<file path="config.mk">
export PLATFORM = sky130hd
export DESIGN_NAME = register_writeback_buffer
export DESIGN_NICKNAME = d
export VERILOG_FILES = /design/src/rtl/register_writeback_buffer.sv
export SDC_FILE = /design/constraint.sdc
export NUM_CORES = 1
export LEC_CHECK = 0
export BUFFER_PORTS_ARGS = -buffer_cell sky130_fd_sc_hd__buf_2
export CAP_MARGIN = 30
export CORE_MARGIN = 1.5
export CORE_UTILIZATION = 45
export CTS_BUF_LIST = sky130_fd_sc_hd__clkbuf_2
export DETAILED_ROUTE_END_ITERATION = 6
export PLACE_DENSITY = 0.75
export SLEW_MARGIN = 20
export SYNTH_ARGS = -nofsm -noshare
export SYNTH_HDL_FRONTEND = slang
export SYNTH_SLANG_ARGS = --single-unit
</file>
<file path="constraint.sdc">
create_clock -name clock -period 4.9 [get_ports clock]
set_clock_uncertainty 0.15 [all_clocks]
set_input_delay 0.49 -clock clock [delete_from_list [all_inputs] [get_ports clock]]
set_output_delay 0.49 -clock clock [all_outputs]
set_load 0.02 [all_outputs]
</file>
<file path="src/rtl/register_writeback_buffer.sv">
// register_writeback_buffer
//
// In-order FIFO of {address, data} writeback requests that drains into a
// register file write port which always accepts. While entries are pending,
// the head is presented on write/address/data_in and pops on every edge.
// Writes to register 31 (XZR) are accepted but dropped. Two read selects are
// compared against all pending entries to flag read-after-write hazards.
//
// Optional feature: define WB_BYPASS_EN to add bypass_data_a/bypass_data_b,
// which carry the data of the youngest pending write to the selected register.
//
// Ports:
//   clock               rising-edge clock
//   reset               asynchronous, active-low; clears all valid state
//   in_valid/in_ready   producer handshake (see below)
//   in_address, in_data writeback request payload
//   write               register file write strobe (head entry valid)
//   address, data_in    register file write address/data (0 when idle)
//   select_a, select_b  register file read selects to check
//   hazard_a, hazard_b  a pending write targets the selected register
//   bypass_data_a/_b    (WB_BYPASS_EN only) youngest matching pending data
//   count               number of pending entries
//
// Handshake: a request transfers on a rising edge where in_valid=1 and
// in_ready=1. in_ready depends only on registered occupancy (count<DEPTH), so
// it never combinationally depends on in_valid or on the same-cycle pop. A
// producer seeing in_ready=0 holds its request stable until it is accepted.
module register_writeback_buffer #(
  parameter int DEPTH = 4
) (
  input  logic                    clock,
  input  logic                    reset,
  input  logic                    in_valid,
  output logic                    in_ready,
  input  logic [4:0]              in_address,
  input  logic [63:0]             in_data,
  output logic                    write,
  output logic [4:0]              address,
  output logic [63:0]             data_in,
  input  logic [4:0]              select_a,
  input  logic [4:0]              select_b,
  output logic                    hazard_a,
  output logic                    hazard_b,
`ifdef WB_BYPASS_EN
  output logic [63:0]             bypass_data_a,
  output logic [63:0]             bypass_data_b,
`endif
  output logic [$clog2(DEPTH):0]  count
);

  localparam int PW = $clog2(DEPTH);
  localparam int CW = PW + 1;
  localparam logic [CW-1:0] FULL = CW'(DEPTH);
  localparam logic [4:0]    XZR  = 5'd31;

  // Entry storage carries no reset: validity comes from head/count alone.
  logic [4:0]    addr_mem [DEPTH];
  logic [63:0]   data_mem [DEPTH];

  logic [PW-1:0] head;
  logic [PW-1:0] tail;
  logic [CW-1:0] count_q;

  logic accept;
  logic push;
  logic pop;

  assign in_ready = (count_q < FULL);
  assign accept   = in_valid && in_ready;
  // XZR writes complete the handshake but never occupy an entry.
  assign push     = accept && (in_address != XZR);
  // The register file never stalls, so a presented head always retires.
  assign write    = (count_q != '0);
  assign pop      = write;

  assign address  = write ? addr_mem[head] : 5'd0;
  assign data_in  = write ? data_mem[head] : 64'd0;
  assign count    = count_q;

  always_ff @(posedge clock) begin
    if (push) begin
      addr_mem[tail] <= in_address;
      data_mem[tail] <= in_data;
    end
  end

  always_ff @(posedge clock or negedge reset) begin
    if (!reset) begin
      head    <= '0;
      tail    <= '0;
      count_q <= '0;
    end else begin
      if (push) tail <= tail + PW'(1);
      if (pop)  head <= head + PW'(1);
      case ({push, pop})
        2'b10:   count_q <= count_q + CW'(1);
        2'b01:   count_q <= count_q - CW'(1);
        default: count_q <= count_q;
      endcase
    end
  end

  // Walk entries from oldest (head) to youngest so the last match seen is the
  // youngest one; that is the value the register file will finally hold.
  logic [63:0] match_data_a;
  logic [63:0] match_data_b;

  always_comb begin
    logic [PW-1:0] idx;
    idx          = '0;
    hazard_a     = 1'b0;
    hazard_b     = 1'b0;
    match_data_a = 64'd0;
    match_data_b = 64'd0;
    for (int k = 0; k < DEPTH; k++) begin
      idx = head + PW'(k);
      if (CW'(k) < count_q) begin
        if ((select_a != XZR) && (addr_mem[idx] == select_a)) begin
          hazard_a     = 1'b1;
          match_data_a = data_mem[idx];
        end
        if ((select_b != XZR) && (addr_mem[idx] == select_b)) begin
          hazard_b     = 1'b1;
          match_data_b = data_mem[idx];
        end
      end
    end
  end

`ifdef WB_BYPASS_EN
  assign bypass_data_a = match_data_a;
  assign bypass_data_b = match_data_b;
`else
  // Match data only feeds the optional bypass outputs.
  logic unused_match;
  assign unused_match = ^{match_data_a, match_data_b};
`endif

endmodule
</file>
* Word level (Yosys, flattened, before mapping) *
Memory sizes are Yosys's and may differ from the RTL's.
Cells that the tools add are included.
W data, S select, Z words.

word-level totals
  bits in registers = 7
  memories = 2
  output and inout bits = 76
  memory bits (writable) = 276

operators by class
  add/sub/neg operators = 6
  muxes and demuxes = 21
  magnitude comparators = 5
  reductions and logical operators = 12
  equality and inequality tests = 13

memory list
  name      words  width  rd ports  clocked after Yosys merged registers in  wr ports  line  text
  data_mem  4      64     1         0                                        1         58    logic [63:0] data_mem [DEPTH];
  addr_mem  4      5      4         0                                        1         57    logic [4:0] addr_mem [DEPTH];

operator list
  kind                   number
  $mux W64               1
  $eq A5 B5 Y1           8
  $mux W1                18
  $ne A5 B5 Y1 const B   3
  $logic_and A1 B1 Y1    10
  $lt A1 B3 Y1 const A   2
  $lt A2 B3 Y1 const A   2
  $pmux W3 S2            1
  $mux W5                1
  $add A2 B1 Y2 const B  2
  $add A2 B2 Y2 const B  2
  $add A3 B1 Y3 const B  1
  $lt A3 B3 Y1 const B   1
  $reduce_bool A3 Y1     1
  $sub A3 B1 Y3 const B  1
  $eq A2 B1 Y1 const B   1
  $eq A2 B2 Y1 const B   1
  $reduce_bool A2 Y1     1

* Depth between registers and ports, before layout *
Gate-level depths: netlist (run 1).
An unclocked memory read counts as a cell.

  depth in word-level cells = 11
  depth in mapped cells = 9
  depth with buffers taken out = 8

* Least setup slack after synthesis (run 1) *
No wires, ideal clock.

  path kind = input -> register
  from = input port in_address[4]
  to = memory addr_mem[0][0], enable pin
  path buffers = 1
  path slack = 1583 ps
  cell stages on the path = 5
  arrival time = 2733 ps
  required time = 4315 ps
  path through = and3_1 -> nand3_1 -> and3_1 -> clkbuf_1 -> and2_1

between the ends
  cells in the longest elaborated chain, start to end = 4

RTL lines
  what                           line  text
  start, declared                35    input logic [4:0] in_address,
  $ne A5 B5 Y1                   71    assign push = accept && (in_address != XZR);
  $logic_and A1 B1 Y1            71
  $mux W1                        81    if (push) begin
  $mux W1 (not written as such)  82    addr_mem[tail] <= in_address;
  end, declared                  57

No other way between the ends.

* Final worst setup path (run 1) *
  from = register head[0]
  to = output port hazard_a

between the ends
  cells in the longest elaborated chain, start to end = 11
  elaborated cells on any way between the ends = 20
  those cells by class = 3 x add/sub; 4 x eq/ne; 8 x mux; 4 x reduce/logical; 1 x memory

RTL lines
  what                    line  text
  start, declared         60    logic [PW-1:0] head;
  start signal, assigned  94    if (pop) head <= head + PW'(1);
  $mem_v2 Z4 W5 (*)       n/a
  $eq A5 B5 Y1            118   if ((select_a != XZR) && (addr_mem[idx] == select_a)) begin
  $logic_and A1 B1 Y1     118
  $mux W1                 118
  $mux W1                 117   if (CW'(k) < count_q) begin
  $mux W1                 118
  $mux W1                 117
  $mux W1                 118
  $mux W1                 117
  $mux W1                 118
  $mux W1 (*)             117
  end, declared           42    output logic hazard_a,

Mark *: on every way between the ends. The rest lies on a longest branch, timed or not.

==> impl_metrics.py, run 1 <==
metrics = {
    "place": {
        "io_buffers": 157,
        "pre_cts_ws_ns": 1.66,
        "gp_congestion": 0.856,
        "dp.final_hpwl_mm": 14.0,
        "placed_cells": 1055,
    },
    "synthesis": {
        "synth_area_sq_mm": 0.0118,
        "synthAdderAreaFrac": 0.00951,
        "synth_cells": 591,
        "synth_nets": 682,
        "yosys.area_share.simple": 0.0535,
        "ys_types": 32,
        "synth.avg_cell_area_sq_um": 20.0,
        "yosysSeqAreaShare": 0.715,
        "synth_top_family_by_area": "multiplexers",
        "synth_compound_area_frac": 0.00592,
        "synthXorXnorAreaFrac": 0.0348,
        "yosys_warnings": 0,
        "ys_ff_latch": 283,
        "muxShareOfSynthArea": 0.162,
    },
    "sta": {
        "fin_tns_setup_ns": 0,
        "tightest_slew_ns": 0.865,
        "finalHoldViolations": 0,
        "drv_slew": 0,
        "setup_violations": 0,
        "rsz0062_at_grt": "no",
        "finalHoldWorstSlack_ns": 0.116,
        "period_needed_ns": 4.02,
        "slew_headroom": 0.423,
        "setup_slack_ns": 0.881,
        "layout_worst_path_cycle_share": 0.820,
        "timing.fmax_mhz": 249,
    },
    "global_route": {
        "first_global_vias": 6866,
        "grt_antenna_before_repair": 3,
        "grt_usage": 0.177,
        "grt_max_degree": 53,
        "grt_pass1_wl_mm": 36.2,
        "overflow": 0,
    },
    "cts": {
        "worstSkewPairLatency_ns": 0.79,
        "cts.sinks": 283,
        "clk_pin_slew_ns": 0.09,
        "clockBufferDepth": 3,
        "numCtsBuffers": 72,
        "post_cts_buffers": 0,
        "cts_tree": "yes",
        "clock-root-buffer": "clkbuf_2",
        "cts.htree.levels": 3,
    },
    "power_and_ir_drop": {
        "total_leakage_power_nw": 5.07,
        "powerDensity_mw_per_mm2": 565,
        "ir_worst_vdd_uv": 297,
    },
    "critical_path": {
        "path_max_fanout": 46,
        "critical_path.endpoint_type": "output port",
        "crit_path_start_kind": "flip-flop",
        "critPathArrivalTime_ns": 3.38,
        "crit_type": "reg -> out",
        "worstPathRequired_ns": 4.26,
    },
    "floorplan": {
        "rows": 59,
        "die_w_um": 165,
        "core-area_sq_mm": 0.0259,
        "die_h_um": 165,
        "initial_core_util": 0.457,
        "die_area_sq_mm": 0.0273,
        "io_pins": 158,
    },
    "cells_and_area": {
        "final_core_util": 0.550,
        "final_cell_mix": "edfxtp_1 (276), buf_2 (157), clkbuf_2 (96)",
        "layout.nets": 956,
        "final_common_cell": "edfxtp_1",
        "stdcell_count": 1241,
        "drive_gt1_frac": 0.404,
        "area_growth_pct": 20.3,
    },
    "job": {
        "maxCapViolations": 0,
    },
    "hold_path": {
        "hold_class": "in -> reg",
    },
    "routing": {
        "routed_wl_mm": 23.6,
        "drtPass1Iterations": 4,
        "avgViaCountPerCell": 5.15,
        "drt-initial-drc-count": 286,
        "drtAntennaViolNets": 0,
        "vias": 6397,
        "drc_errors": 0,
        "wire_per_inst_um": 19.0,
    },
    "status": {
        "status": "finished, final reports clean",
    },
}
cells in the mapped netlist:
cell type | n | area, sq um
a211oi_2 | 1 | 12.5
a21oi_1 | 2 | 10.0
a31oi_1 | 2 | 12.5
and2_1 | 73 | 457
and3_1 | 2 | 12.5
buf_1 | 1 | 3.75
buf_12 | 1 | 20.0
buf_2 | 6 | 30.0
buf_4 | 3 | 22.5
buf_6 | 2 | 22.5
buf_8 | 1 | 15.0
clkbuf_1 | 24 | 90.1
dfrtp_1 | 7 | 175
edfxtp_1 | 276 | 8290
ha_1 | 9 | 113
inv_1 | 5 | 18.8
inv_2 | 1 | 3.75
mux2i_1 | 7 | 70.1
mux2i_2 | 2 | 27.5
mux4_2 | 81 | 1820
nand2_1 | 8 | 30.0
nand3_1 | 6 | 30.0
nand4_1 | 6 | 37.5
nand4b_1 | 1 | 8.76
nor2_1 | 3 | 11.3
nor2b_1 | 1 | 6.26
nor3_1 | 5 | 25.0
nor4b_2 | 1 | 15.0
o21ai_0 | 3 | 15.0
o21ai_1 | 4 | 20.0
xnor2_1 | 30 | 263
xor2_1 | 17 | 149
routing by layer:
metal | wire length, um | part of all wire | up-vias | global-route usage
met4 | 420 | 0.018 | 0 | 0.0725
li1 | - | - | 2926 | -
met1 | 10100 | 0.43 | 3237 | 0.233
met3 | 1390 | 0.059 | 33 | 0.0415
met5 | 0 | 0 | - | 0
met2 | 11700 | 0.50 | 201 | 0.286
cell families (layout without fill, tap and decap cells):
logic type / Yosys count / count (layout)
AO/OA/AOI/OAI: 12 / 12
XOR/XNOR: 47 / 47
other: 0 / 3
AND/OR/NAND/NOR: 106 / 106
flip-flops: 283 / 283
multiplexers: 90 / 90
buffers and inverters: 44 / 356
adder cells (fa/ha/maj): 9 / 9
path summary, 6_finish.rpt:
check / startpoint / end / slack, ns / cells after the start
worst max-delay path: head[0]$_DFFE_PN0N_ / hazard_a / 0.88 / 7
min in group asynchronous: reset / count[0]$_DFFE_PN0P_ / 0.52 / 3
worst min-delay path: in_valid / tail[0]$_DFFE_PN0P_ / 0.12 / 3
worst max register to register: count[2]$_DFFE_PN0P_ / data_mem[1][12]$_DFFE_PP_ / 2.24 / 4
worst min register to register: count[1]$_DFFE_PN0P_ / count[1]$_DFFE_PN0P_ / 0.40 / 2
max in group asynchronous: reset / head[1]$_DFFE_PN0N_ / 3.71 / 3
sequential cells by signal, summed over array words and instances (netlist names):
name,flops
addr_mem,20
count,3
data_mem,256
head,2
tail,2
critical path: stages (launching register included):
cell	delay (ns)
dfrtp_4	1.00
mux4_2	0.63
xnor2_1	0.17
nand2_1	0.09
nor4b_2	0.24
a31oi_1	0.13
a21oi_1	0.13
buf_2	0.17
timing repair:
item / in CTS / in global routing
hold endpoints to repair: 283 / 0
hold buffers: 71 / 0
resized for setup: 0 / 0
cell type report:
| cell class | instances | area (sq um) |
|---|---|---|
| sequential | 283 | 8470 |
| antenna | 3 | 7.51 |
| tap | 335 | 419 |
| timing repair buffer | 238 | 1580 |
| inverter | 6 | 22.5 |
| multi-input combinational | 264 | 3160 |
| clock inverter | 16 | 98.8 |
| clock buffer | 96 | 480 |
| fill | 2066 | 11700 |
stage by stage:
stage | area (sq um) | power (W)
after floorplan | 11800 | 0.00573
after global placement | 12900 | 0.00662
after detailed placement | 12900 | 0.00666
after CTS | 14200 | 0.00818
after global routing | 14200 | 0.00855
final | 14200 | 0.00805
power by group:
group	internal (W)	leakage (nW)	switching [W]
clock	0.000577	0.448	0.000886
combinational	0.00150	2.04	0.00178
sequential	0.00303	2.59	0.000274
(Power assumes the default switching activity.)
==> run 2, diff against run 1 <==
Settings changed: ABC_AREA from default to 1, PLACE_DENSITY 0.75 to 0.77.
Clock period 4.9 ns to 3.2 ns, I/O delays scaled along.
==> impl_metrics.py, run 2 <==
metrics = {
    "global_route": {
        "grt_max_degree": 130,
        "grt_antenna_before_repair": 2,
        "overflow": 0,
        "first_global_vias": 9352,
        "grt_usage": 0.237,
        "grt_pass1_wl_mm": 50.7,
    },
    "critical_path": {
        "max_stage_delay_ns": 0.47,
        "r2r-start": "count[2]$_DFFE_PN0P_",
        "r2r_end": "data_mem[3][57]$_DFFE_PP_",
        "crit_path_start": "head[0]$_DFFE_PN0N_",
        "setup.worst_path.end": "hazard_a",
        "crit_slowest_cell": "dfrtp_4",
        "path_max_fanout": 8,
        "crit_type": "reg -> out",
        "r2r_cells": 5,
        "crit_path_start_kind": "flip-flop",
        "crit_chain": "buf_12 > buf_12 > clkinv_8 > nand2_8 > nand2_8 > nand2_4 > nand2_2 > nand2_1 > nand2_1 > nor2_1 > nand3_1 > nand2_1 > nand2_1 > a21oi_2 > buf_6",
        "critPathArrivalTime_ns": 2.76,
        "regToRegSetupSlack_ns": 0.96,
        "worstPathRequired_ns": 2.73,
        "path_common_cell": "nand2_1",
        "critical_path.endpoint_type": "output port",
    },
    "sta": {
        "slew_headroom": 0.464,
        "tightest_slew_ns": 0.804,
        "drv_slew": 0,
        "setup_slack_ns": -0.0348,
        "layout_worst_path_cycle_share": 1.01,
        "timing.fmax_mhz": 309,
        "fin_tns_setup_ns": -0.0348,
        "period_needed_ns": 3.23,
        "setup_violations": 1,
        "rsz0062_at_grt": "yes",
        "finalHoldViolations": 0,
    },
    "synthesis": {
        "synth_area_sq_mm": 0.0120,
        "yosys_warnings": 0,
        "yosysMostFrequentCell": "edfxtp_1",
        "synth_top_area_share": 0.689,
        "yosys.area.top_type": "edfxtp_1",
        "synth.avg_cell_area_sq_um": 12.4,
        "yosysSeqAreaShare": 0.703,
        "synthTopCellsByCount": "edfxtp_1 (276), nand2_1 (177), nand3_1 (173)",
        "synth_nets": 1060,
        "synth_ff_type": "edfxtp_1",
        "synth_edf_count": 276,
        "synth_cells": 969,
        "ys_types": 29,
        "async_reset_ff_frac": 0.0247,
        "ys_top_cells_by_area": "edfxtp_1 (69%), nand3_1 (7.2%), nand2_1 (5.5%)",
        "ys_ff_latch": 283,
    },
    "cells_and_area": {
        "layout.nets": 1389,
        "num-fill-cells": 2052,
        "area_growth_pct": 30.3,
        "stdcell_count": 1687,
        "seqCellArea_sq_mm": 0.00847,
        "final_cell_mix": "edfxtp_1 (276), nand3_1 (168), buf_2 (151)",
        "multi_input_area_sq_mm": 0.00338,
        "largest_reg_flops": 256,
        "drive_gt1_frac": 0.294,
        "final_common_cell": "edfxtp_1",
        "top_register": "data_mem",
    },
    "floorplan": {
        "io_pins": 158,
        "die_area_sq_mm": 0.0277,
        "die_w_um": 167,
        "die_h_um": 167,
        "initial_core_util": 0.460,
        "core-area_sq_mm": 0.0261,
        "rows": 59,
    },
    "routing": {
        "drt-initial-drc-count": 899,
        "drtAntennaViolNets": 0,
        "drtPass1Iterations": 7,
        "avgViaCountPerCell": 5.60,
        "wire_per_inst_um": 19.8,
        "drc_errors": 14,
        "vias": 9452,
        "routed_wl_mm": 33.5,
    },
    "cts": {
        "clk_pin_slew_ns": 0.12,
        "clock-root-buffer": "clkbuf_2",
        "cts_tree": "yes",
        "numCtsBuffers": 70,
        "clockBufferDepth": 3,
        "worstSkewPairLatency_ns": 0.84,
        "cts.sinks": 283,
        "cts.htree.levels": 3,
    },
    "place": {
        "placed_cells": 1419,
        "io_buffers": 157,
        "dp.final_hpwl_mm": 17.4,
        "gp_congestion": 0.917,
    },
    "power_and_ir_drop": {
        "powerDensity_mw_per_mm2": 963,
        "total_leakage_power_nw": 6.08,
        "power.total_w": 0.0151,
        "ir_worst_vdd_uv": 701,
    },
    "status": {
        "status": "complete, but fails checks",
        "violations": "design-rule violations, negative setup slack",
    },
    "hold_path": {
        "hold_class": "in -> reg",
    },
    "job": {
        "maxCapViolations": 0,
    },
}
run 2: cell count changes after synthesis, sizes merged, moves of 9 or more:
cell,previous run,this run
a22oi,0,64
a31oi,2,64
and2,73,0
buf,14,41
inv,6,47
mux2i,9,0
mux4,81,0
nand2,8,188
nand3,6,177
nor2,3,37
xnor2,30,2
run 2: cells by family (layout without fill, tap and decap cells):
group           after synthesis  count (layout)  synth area share
simple gates                406             407             0.151
flops                       283             283             0.703
compound gates              145             145            0.0808
buf+inv                     107             487            0.0418
xor+xnor                     19              19            0.0138
fa+ha+maj                     9               9           0.00936
other cells                   0               2                 0
run 2: power by group:
group	switching (W)	internal (W)
registers	0.000190	0.00466
logic	0.00518	0.00266
clock network	0.00141	0.000995
total	0.00678	0.00831
run 2: cell type report:
cell class / instances / area share
Sequential cell: 283 / 0.540
Multi-Input combinational cell: 580 / 0.216
Timing Repair Buffer: 312 / 0.159
Clock buffer: 98 / 0.0313
Tap cell: 335 / 0.0267
Inverter: 47 / 0.0129
Clock inverter: 26 / 0.0104
Timing Repair inverter: 4 / 0.00319
Antenna cell: 2 / 0.000319
run 2: routing by layer:
metal,GRT usage,vias to the layer above,share of wire
li1,-,4308,-
met1,0.298,4548,0.39
met2,0.404,522,0.50
met3,0.0478,74,0.084
met4,0.0917,0,0.022
met5,0,-,0
run 2: worst max-delay path: cells and delay by family (launching register included):
kind                   cells  cell delay, ns
and+or+nand+nor           10            0.83
AOI/OAI and AO/OA          1            0.15
DFF                        1            0.47
buffers and inverters      4            0.49
run 2: how the worst min path moves through the flow:
stage | end | start | cells after the start | slack [ns]
finish | data_mem[0][26]$_DFFE_PP_ | in_data[26] | 2 | 0.07
global route | data_mem[0][23]$_DFFE_PP_ | in_data[23] | 2 | 0.03
CTS | data_mem[0][23]$_DFFE_PP_ | in_data[23] | 2 | 0.0003
detailed placement | count[2]$_DFFE_PN0P_ | reset | 1 | 0.03
global placement | count[2]$_DFFE_PN0P_ | reset | 1 | 0.03
floorplan | count[0]$_DFFE_PN0P_ | reset | 0 | -0.13
run 2: timing repair:
item	CTS	global route
pin swaps	20	19
resized for setup	69	44
endpoints found under the hold margin	285	0
buffers inserted	20	1
gates cloned	7	3
setup endpoints to repair	71	52
hold buffers	111	0
run 2: stage by stage:
step	setup WS, ns	instance area (sq um)	hold WS [ns]	util
final	-0.0348	15700	0.0713	0.600
after global routing	-0.201	15700	0.0270	0.600
after CTS	-0.0251	15400	0.000283	0.591
after detailed placement	0.442	13100	0.0346	0.503
after global placement	0.489	13100	0.0324	0.503
after floorplan	-0.313	12000	-0.126	-
